## src/rtl/mem_pkg.sv

```systemverilog
// mem_pkg
// Shared types and constants for the data-memory access controller and the
// load alignment logic.
//   mem_size_e  : access size encoding as carried on cpu_size
//   mem_state_e : controller FSM state encoding
//   BYTE_LANES  : number of byte lanes on the 32-bit data bus
//   lane_be()   : byte-enable pattern for a given size and lane offset
package mem_pkg;

    localparam int BYTE_LANES = 4;

    typedef enum logic [1:0] {
        SIZE_BYTE = 2'b00,
        SIZE_HALF = 2'b01,
        SIZE_WORD = 2'b10,
        SIZE_RSVD = 2'b11
    } mem_size_e;

    typedef enum logic [1:0] {
        ST_IDLE = 2'b00,
        ST_REQ  = 2'b01,
        ST_WAIT = 2'b10,
        ST_DONE = 2'b11
    } mem_state_e;

    // Offset is expected to already be aligned to the access size.
    function automatic logic [BYTE_LANES-1:0] lane_be(input mem_size_e size,
                                                      input logic [1:0] off);
        logic [BYTE_LANES-1:0] be;
        case (size)
            SIZE_BYTE: be = 4'b0001 << off;
            SIZE_HALF: be = 4'b0011 << off;
            default:   be = 4'b1111;
        endcase
        return be;
    endfunction

endpackage

```

## src/rtl/mem_load_align.sv

```systemverilog
// mem_load_align
// Combinational load-data alignment: shifts the addressed bytes down to bit 0,
// masks to the access size and sign- or zero-extends. Shared with the
// instruction-fetch path.
// Ports:
//   rdata       in  raw 32-bit word from memory
//   off         in  byte offset of the access within the word
//   size        in  access size (reserved encoding behaves as word)
//   is_unsigned in  1 = zero-extend, 0 = sign-extend
//   data        out aligned, extended result
module mem_load_align
    import mem_pkg::*;
(
    input  logic [31:0] rdata,
    input  logic [1:0]  off,
    input  mem_size_e   size,
    input  logic        is_unsigned,
    output logic [31:0] data
);

    logic [31:0] shifted;

    always_comb begin
        shifted = rdata >> {off, 3'b000};
        case (size)
            SIZE_BYTE: data = is_unsigned ? {24'h0, shifted[7:0]}
                                          : {{24{shifted[7]}}, shifted[7:0]};
            SIZE_HALF: data = is_unsigned ? {16'h0, shifted[15:0]}
                                          : {{16{shifted[15]}}, shifted[15:0]};
            default:   data = shifted;
        endcase
    end

endmodule

```

## src/rtl/mem_access_ctrl.sv

```systemverilog
// mem_access_ctrl
// Drives the data-memory bus for the load/store stage. Stores become
// byte-enabled write requests; load responses are aligned, extended and
// written into the memory buffer register via mbr_wr_en / mbr_data.
//
// Optional build macro: MEM_ACCESS_MISALIGN_TRAP_EN
//   defined   : misaligned half/word accesses are never issued; they finish
//               immediately with misalign_err pulsed alongside done.
//   undefined : misaligned low address bits are dropped and the access runs.
//
// Ports:
//   clk, async_rst_n, clk_en           clock, async active-low reset, enable
//   cpu_valid/cpu_ready, cpu_we, cpu_size, cpu_unsigned, cpu_addr,
//   cpu_wdata, cpu_rd                  request from the execute stage
//   mem_req_*                          registered memory request
//   mem_resp_valid, mem_resp_rdata     read response (only used in WAIT)
//   mbr_wr_en, mbr_data                buffer register write port
//   wb_rd, done, busy                  completion and status
//   misalign_err                       (macro builds only) trap flag
//
// state | meaning
// IDLE  | ready for a new request
// REQ   | memory request presented, waiting for mem_req_ready
// WAIT  | read issued, waiting for mem_resp_valid
// DONE  | completion pulse (and buffer write for loads)
module mem_access_ctrl
    import mem_pkg::*;
#(
    parameter int DATA_WIDTH     = 32,
    parameter int MEM_ADDR_WIDTH = 32,
    parameter int REG_ADDR_WIDTH = 5
) (
    input  logic                      clk,
    input  logic                      async_rst_n,
    input  logic                      clk_en,
    input  logic                      cpu_valid,
    output logic                      cpu_ready,
    input  logic                      cpu_we,
    input  logic [1:0]                cpu_size,
    input  logic                      cpu_unsigned,
    input  logic [MEM_ADDR_WIDTH-1:0] cpu_addr,
    input  logic [DATA_WIDTH-1:0]     cpu_wdata,
    input  logic [REG_ADDR_WIDTH-1:0] cpu_rd,
    output logic                      mem_req_valid,
    input  logic                      mem_req_ready,
    output logic                      mem_req_we,
    output logic [MEM_ADDR_WIDTH-1:0] mem_req_addr,
    output logic [DATA_WIDTH-1:0]     mem_req_wdata,
    output logic [BYTE_LANES-1:0]     mem_req_be,
    input  logic                      mem_resp_valid,
    input  logic [DATA_WIDTH-1:0]     mem_resp_rdata,
    output logic                      mbr_wr_en,
    output logic [DATA_WIDTH-1:0]     mbr_data,
    output logic [REG_ADDR_WIDTH-1:0] wb_rd,
    output logic                      done,
`ifdef MEM_ACCESS_MISALIGN_TRAP_EN
    output logic                      misalign_err,
`endif
    output logic                      busy
);

    mem_state_e                state_q, state_d;
    logic                      we_q, we_d;
    mem_size_e                 size_q, size_d;
    logic                      uns_q, uns_d;
    logic [1:0]                off_q, off_d;
    logic [REG_ADDR_WIDTH-1:0] rd_q, rd_d;

    logic                      req_valid_q, req_valid_d;
    logic                      req_we_q, req_we_d;
    logic [MEM_ADDR_WIDTH-1:0] req_addr_q, req_addr_d;
    logic [DATA_WIDTH-1:0]     req_wdata_q, req_wdata_d;
    logic [BYTE_LANES-1:0]     req_be_q, req_be_d;
    logic                      mbr_wr_en_q, mbr_wr_en_d;
    logic [DATA_WIDTH-1:0]     mbr_data_q, mbr_data_d;
    logic [REG_ADDR_WIDTH-1:0] wb_rd_q, wb_rd_d;
    logic                      done_q, done_d;
`ifdef MEM_ACCESS_MISALIGN_TRAP_EN
    logic                      misalign_err_q, misalign_err_d;
    logic                      in_misaligned;
`endif

    mem_size_e                 in_size;
    logic [1:0]                in_off;
    logic [BYTE_LANES-1:0]     in_be;
    logic [DATA_WIDTH-1:0]     in_wdata;
    logic [DATA_WIDTH-1:0]     align_data;

    // Request decode. The offset is forced to the size alignment so that in
    // the non-trapping build a misaligned access simply hits the aligned lanes.
    always_comb begin
        case (cpu_size)
            2'b00:   in_size = SIZE_BYTE;
            2'b01:   in_size = SIZE_HALF;
            default: in_size = SIZE_WORD;
        endcase
        case (in_size)
            SIZE_BYTE: in_off = cpu_addr[1:0];
            SIZE_HALF: in_off = {cpu_addr[1], 1'b0};
            default:   in_off = 2'b00;
        endcase
        case (in_size)
            SIZE_BYTE: in_wdata = {4{cpu_wdata[7:0]}};
            SIZE_HALF: in_wdata = {2{cpu_wdata[15:0]}};
            default:   in_wdata = cpu_wdata;
        endcase
        in_be = lane_be(in_size, in_off);
`ifdef MEM_ACCESS_MISALIGN_TRAP_EN
        in_misaligned = ((in_size == SIZE_HALF) && cpu_addr[0]) ||
                        ((in_size == SIZE_WORD) && (cpu_addr[1:0] != 2'b00));
`endif
    end

    mem_load_align u_load_align (
        .rdata       (mem_resp_rdata),
        .off         (off_q),
        .size        (size_q),
        .is_unsigned (uns_q),
        .data        (align_data)
    );

    // With clk_en low every _d equals its _q, which freezes the block and
    // stretches a DONE pulse until the next enabled cycle.
    always_comb begin
        state_d     = state_q;
        we_d        = we_q;
        size_d      = size_q;
        uns_d       = uns_q;
        off_d       = off_q;
        rd_d        = rd_q;
        req_valid_d = req_valid_q;
        req_we_d    = req_we_q;
        req_addr_d  = req_addr_q;
        req_wdata_d = req_wdata_q;
        req_be_d    = req_be_q;
        mbr_wr_en_d = mbr_wr_en_q;
        mbr_data_d  = mbr_data_q;
        wb_rd_d     = wb_rd_q;
        done_d      = done_q;
`ifdef MEM_ACCESS_MISALIGN_TRAP_EN
        misalign_err_d = misalign_err_q;
`endif
        if (clk_en) begin
            case (state_q)
                ST_IDLE: begin
                    if (cpu_valid) begin
                        we_d   = cpu_we;
                        size_d = in_size;
                        uns_d  = cpu_unsigned;
                        off_d  = in_off;
                        rd_d   = cpu_rd;
`ifdef MEM_ACCESS_MISALIGN_TRAP_EN
                        if (in_misaligned) begin
                            state_d        = ST_DONE;
                            done_d         = 1'b1;
                            misalign_err_d = 1'b1;
                            wb_rd_d        = cpu_rd;
                        end else begin
`endif
                            state_d     = ST_REQ;
                            req_valid_d = 1'b1;
                            req_we_d    = cpu_we;
                            req_addr_d  = {cpu_addr[MEM_ADDR_WIDTH-1:2], 2'b00};
                            req_wdata_d = in_wdata;
                            req_be_d    = in_be;
`ifdef MEM_ACCESS_MISALIGN_TRAP_EN
                        end
`endif
                    end
                end
                ST_REQ: begin
                    if (mem_req_ready) begin
                        req_valid_d = 1'b0;
                        if (we_q) begin
                            state_d = ST_DONE;
                            done_d  = 1'b1;
                            wb_rd_d = rd_q;
                        end else begin
                            state_d = ST_WAIT;
                        end
                    end
                end
                ST_WAIT: begin
                    if (mem_resp_valid) begin
                        state_d     = ST_DONE;
                        done_d      = 1'b1;
                        mbr_wr_en_d = 1'b1;
                        mbr_data_d  = align_data;
                        wb_rd_d     = rd_q;
                    end
                end
                default: begin
                    state_d     = ST_IDLE;
                    done_d      = 1'b0;
                    mbr_wr_en_d = 1'b0;
`ifdef MEM_ACCESS_MISALIGN_TRAP_EN
                    misalign_err_d = 1'b0;
`endif
                end
            endcase
        end
    end

    always_ff @(posedge clk or negedge async_rst_n) begin
        if (!async_rst_n) begin
            state_q     <= ST_IDLE;
            we_q        <= 1'b0;
            size_q      <= SIZE_BYTE;
            uns_q       <= 1'b0;
            off_q       <= 2'b00;
            rd_q        <= '0;
            req_valid_q <= 1'b0;
            req_we_q    <= 1'b0;
            req_addr_q  <= '0;
            req_wdata_q <= '0;
            req_be_q    <= '0;
            mbr_wr_en_q <= 1'b0;
            mbr_data_q  <= '0;
            wb_rd_q     <= '0;
            done_q      <= 1'b0;
`ifdef MEM_ACCESS_MISALIGN_TRAP_EN
            misalign_err_q <= 1'b0;
`endif
        end else begin
            state_q     <= state_d;
            we_q        <= we_d;
            size_q      <= size_d;
            uns_q       <= uns_d;
            off_q       <= off_d;
            rd_q        <= rd_d;
            req_valid_q <= req_valid_d;
            req_we_q    <= req_we_d;
            req_addr_q  <= req_addr_d;
            req_wdata_q <= req_wdata_d;
            req_be_q    <= req_be_d;
            mbr_wr_en_q <= mbr_wr_en_d;
            mbr_data_q  <= mbr_data_d;
            wb_rd_q     <= wb_rd_d;
            done_q      <= done_d;
`ifdef MEM_ACCESS_MISALIGN_TRAP_EN
            misalign_err_q <= misalign_err_d;
`endif
        end
    end

    assign cpu_ready     = (state_q == ST_IDLE);
    assign busy          = (state_q != ST_IDLE);
    assign mem_req_valid = req_valid_q;
    assign mem_req_we    = req_we_q;
    assign mem_req_addr  = req_addr_q;
    assign mem_req_wdata = req_wdata_q;
    assign mem_req_be    = req_be_q;
    assign mbr_wr_en     = mbr_wr_en_q;
    assign mbr_data      = mbr_data_q;
    assign wb_rd         = wb_rd_q;
    assign done          = done_q;
`ifdef MEM_ACCESS_MISALIGN_TRAP_EN
    assign misalign_err  = misalign_err_q;
`endif

endmodule

```

## config.mk

```make
export PLATFORM = sky130hd
export DESIGN_NAME = mem_access_ctrl
export DESIGN_NICKNAME = d
export VERILOG_FILES = /design/src/rtl/mem_pkg.sv /design/src/rtl/mem_load_align.sv /design/src/rtl/mem_access_ctrl.sv
export SDC_FILE = /design/constraint.sdc
export NUM_CORES = 1
export LEC_CHECK = 0
export ABC_CLOCK_PERIOD_IN_PS = 2200
export CAP_MARGIN = 0
export CORE_ASPECT_RATIO = 1.4
export CORE_MARGIN = 10
export CORE_UTILIZATION = 40
export CTS_CLUSTER_SIZE = 25
export DETAILED_ROUTE_END_ITERATION = 6
export GPL_ROUTABILITY_DRIVEN = 0
export PLACE_DENSITY = 0.75
export SLEW_MARGIN = 40
export SYNTH_ARGS = -nofsm -noshare
export SYNTH_HDL_FRONTEND = slang
export SYNTH_SLANG_ARGS = --single-unit
```

## constraint.sdc

```tcl
create_clock -name clk -period 2.2 [get_ports clk]
set_input_delay 0.44 -clock clk [delete_from_list [all_inputs] [get_ports clk]]
set_output_delay 0.44 -clock clk [all_outputs]
set_load 0.01 [all_outputs]
```

**Word-level counts from Yosys, hierarchy flattened**

Cells that the tools add are included.

- Flip-flop bits (word level): 119
- Bits in latches: 0
- Memory bits (writable): 0
- ROM bits: 0
- Input bits: 111
- Word-level logic and storage cells: 67
- Memories: 0

- Add/subtract/negate cells: 0
- $mul: 0
- Div/mod/pow operators: 0
- Magnitude comparators: 0
- Eq/ne operators: 9
- Shift operators: 3
- Multiplexer cells: 24
- Bitwise logic cells: 2
- Reduce and logical (&&, ||, !) cells: 15

Operators with widths:

| kind | number |
|---|---|
| $pmux 32 s2 | 2 |
| $mux 32 | 2 |
| $shr 32x5->32 | 1 |
| $mux 5 | 3 |
| $pmux 5 s2 | 1 |
| $reduce_and 5->1 | 2 |
| $reduce_and 3->1 | 3 |
| $eq 2x1->1 const B | 4 |
| $logic_not 2->1 | 4 |
| $ne 2x2->1 const B | 4 |
| $pmux 2 s2 | 2 |
| $pmux 4 s2 | 1 |
| $reduce_and 4->1 | 2 |
| $mux 1 | 6 |
| $mux 2 | 3 |
| $pmux 2 s3 | 1 |
| $reduce_bool 2->1 | 3 |
| $pmux 1 s2 | 2 |
| $shl 1x2->4 const A | 1 |
| $shl 2x2->4 const A | 1 |
| $pmux 1 s3 | 1 |
| $eq 2x2->1 const B | 1 |
| $not 1->1 | 2 |
| $reduce_or 2->1 | 1 |

**Depth between registers and ports, before layout**

- Word-level depth: 6
- Mapped depth: 7
- Gate-level depth less buffers: 6

**By module**

A second synthesis with hierarchy kept.

- Cells, all modules: 561
- Area, all modules: 5706.7 sq um

By module, submodules not included:

| module | times used | cells each | area an instance (sq um) |
|---|---|---|---|
| mem_access_ctrl | 1 | 458 | 4938.5 |
| mem_load_align | 1 | 103 | 768.2 |

**Least setup slack after synthesis**

Ideal clock, no wire load.

- Path kind: register to register
- Start: register state_q[0]
- End: register req_addr_q[10] (netlist: mem_req_addr[10])
- Arrival time: 1.641 ns
- Required time: 2.075 ns
- Slack: 0.434 ns
- Cell stages (with the launch flop): 6
- Path buffers: 1
- Clock period less this slack: 1.766 ns
- Cell sequence: dfrtp_1 -> inv_1 -> ha_1 -> nand3_1 -> clkbuf_1 -> mux2_2

- Longest elaborated chain between the ends: 2

Ends and longest elaborated chain:

| item | line | source |
|---|---|---|
| start, declared | mem_access_ctrl.sv:62 | `mem_state_e state_q, state_d;` |
| start signal, assigned | mem_access_ctrl.sv:225 | `state_q <= state_d;` |
| $logic_not 2->1 | -- |  |
| named net cpu_ready | mem_access_ctrl.sv:37 | `output logic cpu_ready,` |
| $reduce_and 3->1 (no source line) | -- |  |
| end signal, assigned | mem_access_ctrl.sv:233 | `req_addr_q <= req_addr_d;` |
| end, declared | mem_access_ctrl.sv:71 | `logic [MEM_ADDR_WIDTH-1:0] req_addr_q, req_addr_d;` |

The timed path passes the listed nets, and every way through them passes these cells.
A chain may end at the register's enable or synchronous reset.

**Final worst setup path**

- Start: register state_q[1]
- End: output port cpu_ready

- Longest elaborated chain between the ends: 1

Ends and longest elaborated chain:

| item | line | source |
|---|---|---|
| $logic_not 2->1 | mem_access_ctrl.sv:246 | `assign cpu_ready = (state_q == ST_IDLE);` |
| end, declared | mem_access_ctrl.sv:37 |  |

Every way passes these cells.

==> metrics.md <==
| Metric | Value |
|---|---|
| Critical path's largest stage delay | 0.55 ns |
| Worst-Skew Late Latency | 0.40 ns |
| Async set-reset flop share out of synthesis | 1.00 |
| RR Startpoint | off_q[1]$_DFFE_PN0P_ |
| Switch share | 0.322 |
| Hold-critical path depth | 2 |
| Met2 wire length | 9380 um |
| Synth area leader | dfrtp_1 |
| Via-per-instance ratio | 5.11 |
| Setup Skew | 0.00889 ns |
| Total GRT Usage | 0.190 |
| CP Cell Sequence | inv_1, ha_4, clkdlybuf4s50_1 |
| Top cells by area, synth | dfrtp_1, mux2_2, mux2i_1 |
| Largest net degree at the start of global routing | 56 |
| Syn-to-layout area delta | 56.9% |
| P_int | 8170 uW |
| Critical Path Start | state_q[1]$_DFFE_PN0P_ |
| FF+latch area | 2980 sq um |
| # Max-Cap Violations | 0 |
| WL final | 18000 um |
| Critical-path top delay cell | clkdlybuf4s50_1 |
| Min-Delay Path Class | reg -> reg |
| Fin worst setup slack | 0.0768 ns |
| Worst r2r dst | mbr_data[8]$_DFFE_PN0P_ |
| Gate Count Post-Synth | 484 |
| Share of layout cells above drive strength 1 | 0.172 |
| Drt drc | 0 |
| Switching pwr | 3880 uW |
| Starting Density | 0.408 |
| First-pass GRT wire length | 28300 um |
| Worst vdd ir | 0.768 mV |
| Tightest Pin Transition | 0.575 ns |
| Post-DP Area | 7930 sq um |
| Chip height | 158 um |
| Die Span X | 119 um |
| Congestion Overflow GR | 0 |
| Reg2reg setup slack | 0.29 ns |
| Post-synthesis sequential area ratio | 0.545 |
| Maximum fanout count along the critical path | 5 |
| Count of different cell masters after synthesis | 38 |
| Buf+Inv Stages, Crit Path | 2 |
| Clock tree buffer depth | 2 |
| Status | completed |
| Finished Cell Area | 8580 sq um |
| Post-synth top flop | dfrtp_1 |
| Number of global-route vias before repair | 5127 |
| Logic pwr share | 0.439 |
| Number of inserted diodes | 0 |
| Number of warnings issued by yosys | 0 |
| Register share of total power | 0.325 |
| Max-slew headroom | 0.616 |
| Final Hold Vio Count | 0 |
| Max layer used | met4 |
| Period minus WS final | 2.12 ns |
| #FFs+latches synth | 119 |
| Syn Area/Cell | 11.3 sq um |
| Clock sink total | 119 |
| Leak Pwr | 0.00368 uW |
| Initial antenna violation count | 0 |
| # port buffers | 219 |
| EDFF count, synth | 0 |
| Fmax achieved | 0.471 GHz |
| IO Pins | 222 |
| Yosys top cell area share | 0.545 |
| Antenna Nets Post-Route | 0 |
| Worst r2r path cells | 5 |
| WP data required | 1.76 ns |
| Clock Pin Slew Worst Setup and Hold Paths | 0.05 ns |
| Setup CP Type | reg -> out |
| DP Wirelength | 14300 um |
| Fin nets | 827 |
| Area occupied by multi-input gates | 2330 sq um |
| Fill cells | 1133 |
| CTS Buf Count | 17 |
| Initial DRC Count | 221 |
| Max-slew violation count | 0 |
| Rows | 50 |
| Clk network pwr share | 0.235 |
| Most frequent cells after synthesis | dfrtp_1, mux2_2, nand2_1 |
| Pwr dens | 1410 nW/um^2 |
| Final period util | 0.965 |
| CP endpoint | cpu_ready |
| Post-Place Setup Slack | -0.0686 ns |
| WP data arrival | 1.68 ns |
| Setup TNS | 0 ns |
| Synthesized cell area | 5470 sq um |
| CP startpoint kind | flop |
| Initial DRT Pass Iterations | 4 |
| Root buf cell | clkbuf_16 |
| Unrepaired setup endpoints after global routing | false |
| Final setup fails | 0 |
| Metal-1 WL | 6520 um |
| Die ar. | 18800 sq um |
| CTS tree | done |
| Core area | 13400 sq um |
| WP depth | 3 |
| Wire per inst | 19.9 um |
| Delay-heaviest family, CP | buffers and inverters |
| Max H-tree Level | 4 |
| Top-count cell post-synth | dfrtp_1 |
| Via Count | 4619 |
| Crit path capture type | output pin |
| DR WL met3 | 1570 um |
## worst min-delay path by stage
stage | end | from
after floorplan | done$_DFFE_PN0P_ | async_rst_n
after global placement | mbr_data[11]$_DFFE_PN0P_ | async_rst_n
after detailed placement | mbr_data[11]$_DFFE_PN0P_ | async_rst_n
after CTS | mbr_data[5]$_DFFE_PN0P_ | mbr_data[5]$_DFFE_PN0P_
after global routing | mbr_data[1]$_DFFE_PN0P_ | mbr_data[1]$_DFFE_PN0P_
final | mbr_data[5]$_DFFE_PN0P_ | mbr_data[5]$_DFFE_PN0P_
## repair_timing
item	in CTS	in global routing
resized for setup	3	0
endpoints found under the setup margin	2	0
hold buffers	1	0
endpoints found under the hold margin	25	0
buffers inserted	1	0
## layer usage
layer	track usage	vias to the layer above
met5	0	-
met1	0.194	2224
li1	-	2138
met4	0.0735	0
met3	0.0748	29
met2	0.344	228
## registers in the layout, summed over array words and instances (netlist names), 2 cells and up
| name | cells |
|---|---|
| off_q | 2 |
| size_q | 2 |
| state_q | 2 |
| mbr_data | 32 |
| mem_req_addr | 30 |
| mem_req_wdata | 32 |
| mem_req_be | 4 |
| wb_rd | 5 |
| rd_q | 5 |
## power groups by stage
stage          Clock, uW  Sequential, uW  Combinational (uW)
3_3_place_gp           0            3890                5180
6_report            2840            3920                5290
3_5_place_dp           0            3970                5290
4_1_cts             2890            3930                5370
2_1_floorplan          0            4270                1960
5_1_grt             3000            4060                5720
## tightest hold or removal path: stages, from the launching register on
cell and delay (ns):
dfrtp_1 0.34, nand2_1 0.04, o21ai_0 0.06
## through the flow
stage | hold WS (ns) | total power (uW) | std cells | util
after floorplan | 0.144 | 6220 | 485 | -
after global placement | 0.383 | 9060 | 872 | 0.592
after detailed placement | 0.384 | 9250 | 872 | 0.592
after CTS | 0.483 | 12200 | 904 | 0.640
after global routing | 0.510 | 12800 | 904 | 0.641
final | 0.477 | 12100 | 904 | 0.641
## cell families (layout without fill, tap and decap cells)
family,after synthesis,after routing,share of synthesized area
compound gates,91,91,0.0966
fa+ha+maj,5,5,0.0114
buf+inv,39,276,0.0348
flops,119,119,0.545
mux,106,106,0.211
other cells,1,2,0.000686
simple gates,123,123,0.101
## area by class of cell
class / count / area share
multi-input cells: 327 / 0.272
flip-flops and latches: 119 / 0.347
clock buffers: 23 / 0.0581
inverters: 5 / 0.00219
clock inverters: 7 / 0.0137
repair buffers: 241 / 0.280
well taps: 182 / 0.0265
## cell usage in the layout, fill, tap and decap left out, types with 2 or more instances in the layout
cell type        Yosys  routed
a21oi_1             26      26
a221o_1              8       8
and2_1               7       7
and3_1               2       2
buf_12               0       4
buf_4                2      18
bufinv_16            0       3
clkbuf_16            0      17
clkbuf_8             0       5
clkdlybuf4s50_1      0     217
clkinvlp_4           0       3
conb_1               1       2
dfrtp_1            119     119
ha_1                 5       4
inv_1                5       5
mux2_2              63      63
mux2i_1             42      42
nand2_1             51      51
nand2b_1             4       4
nand3_1             17      16
nor2_1              31      31
nor2b_1              2       2
o21ai_0             48      48
o221a_2              2       2
(Power assumes the default switching activity.)
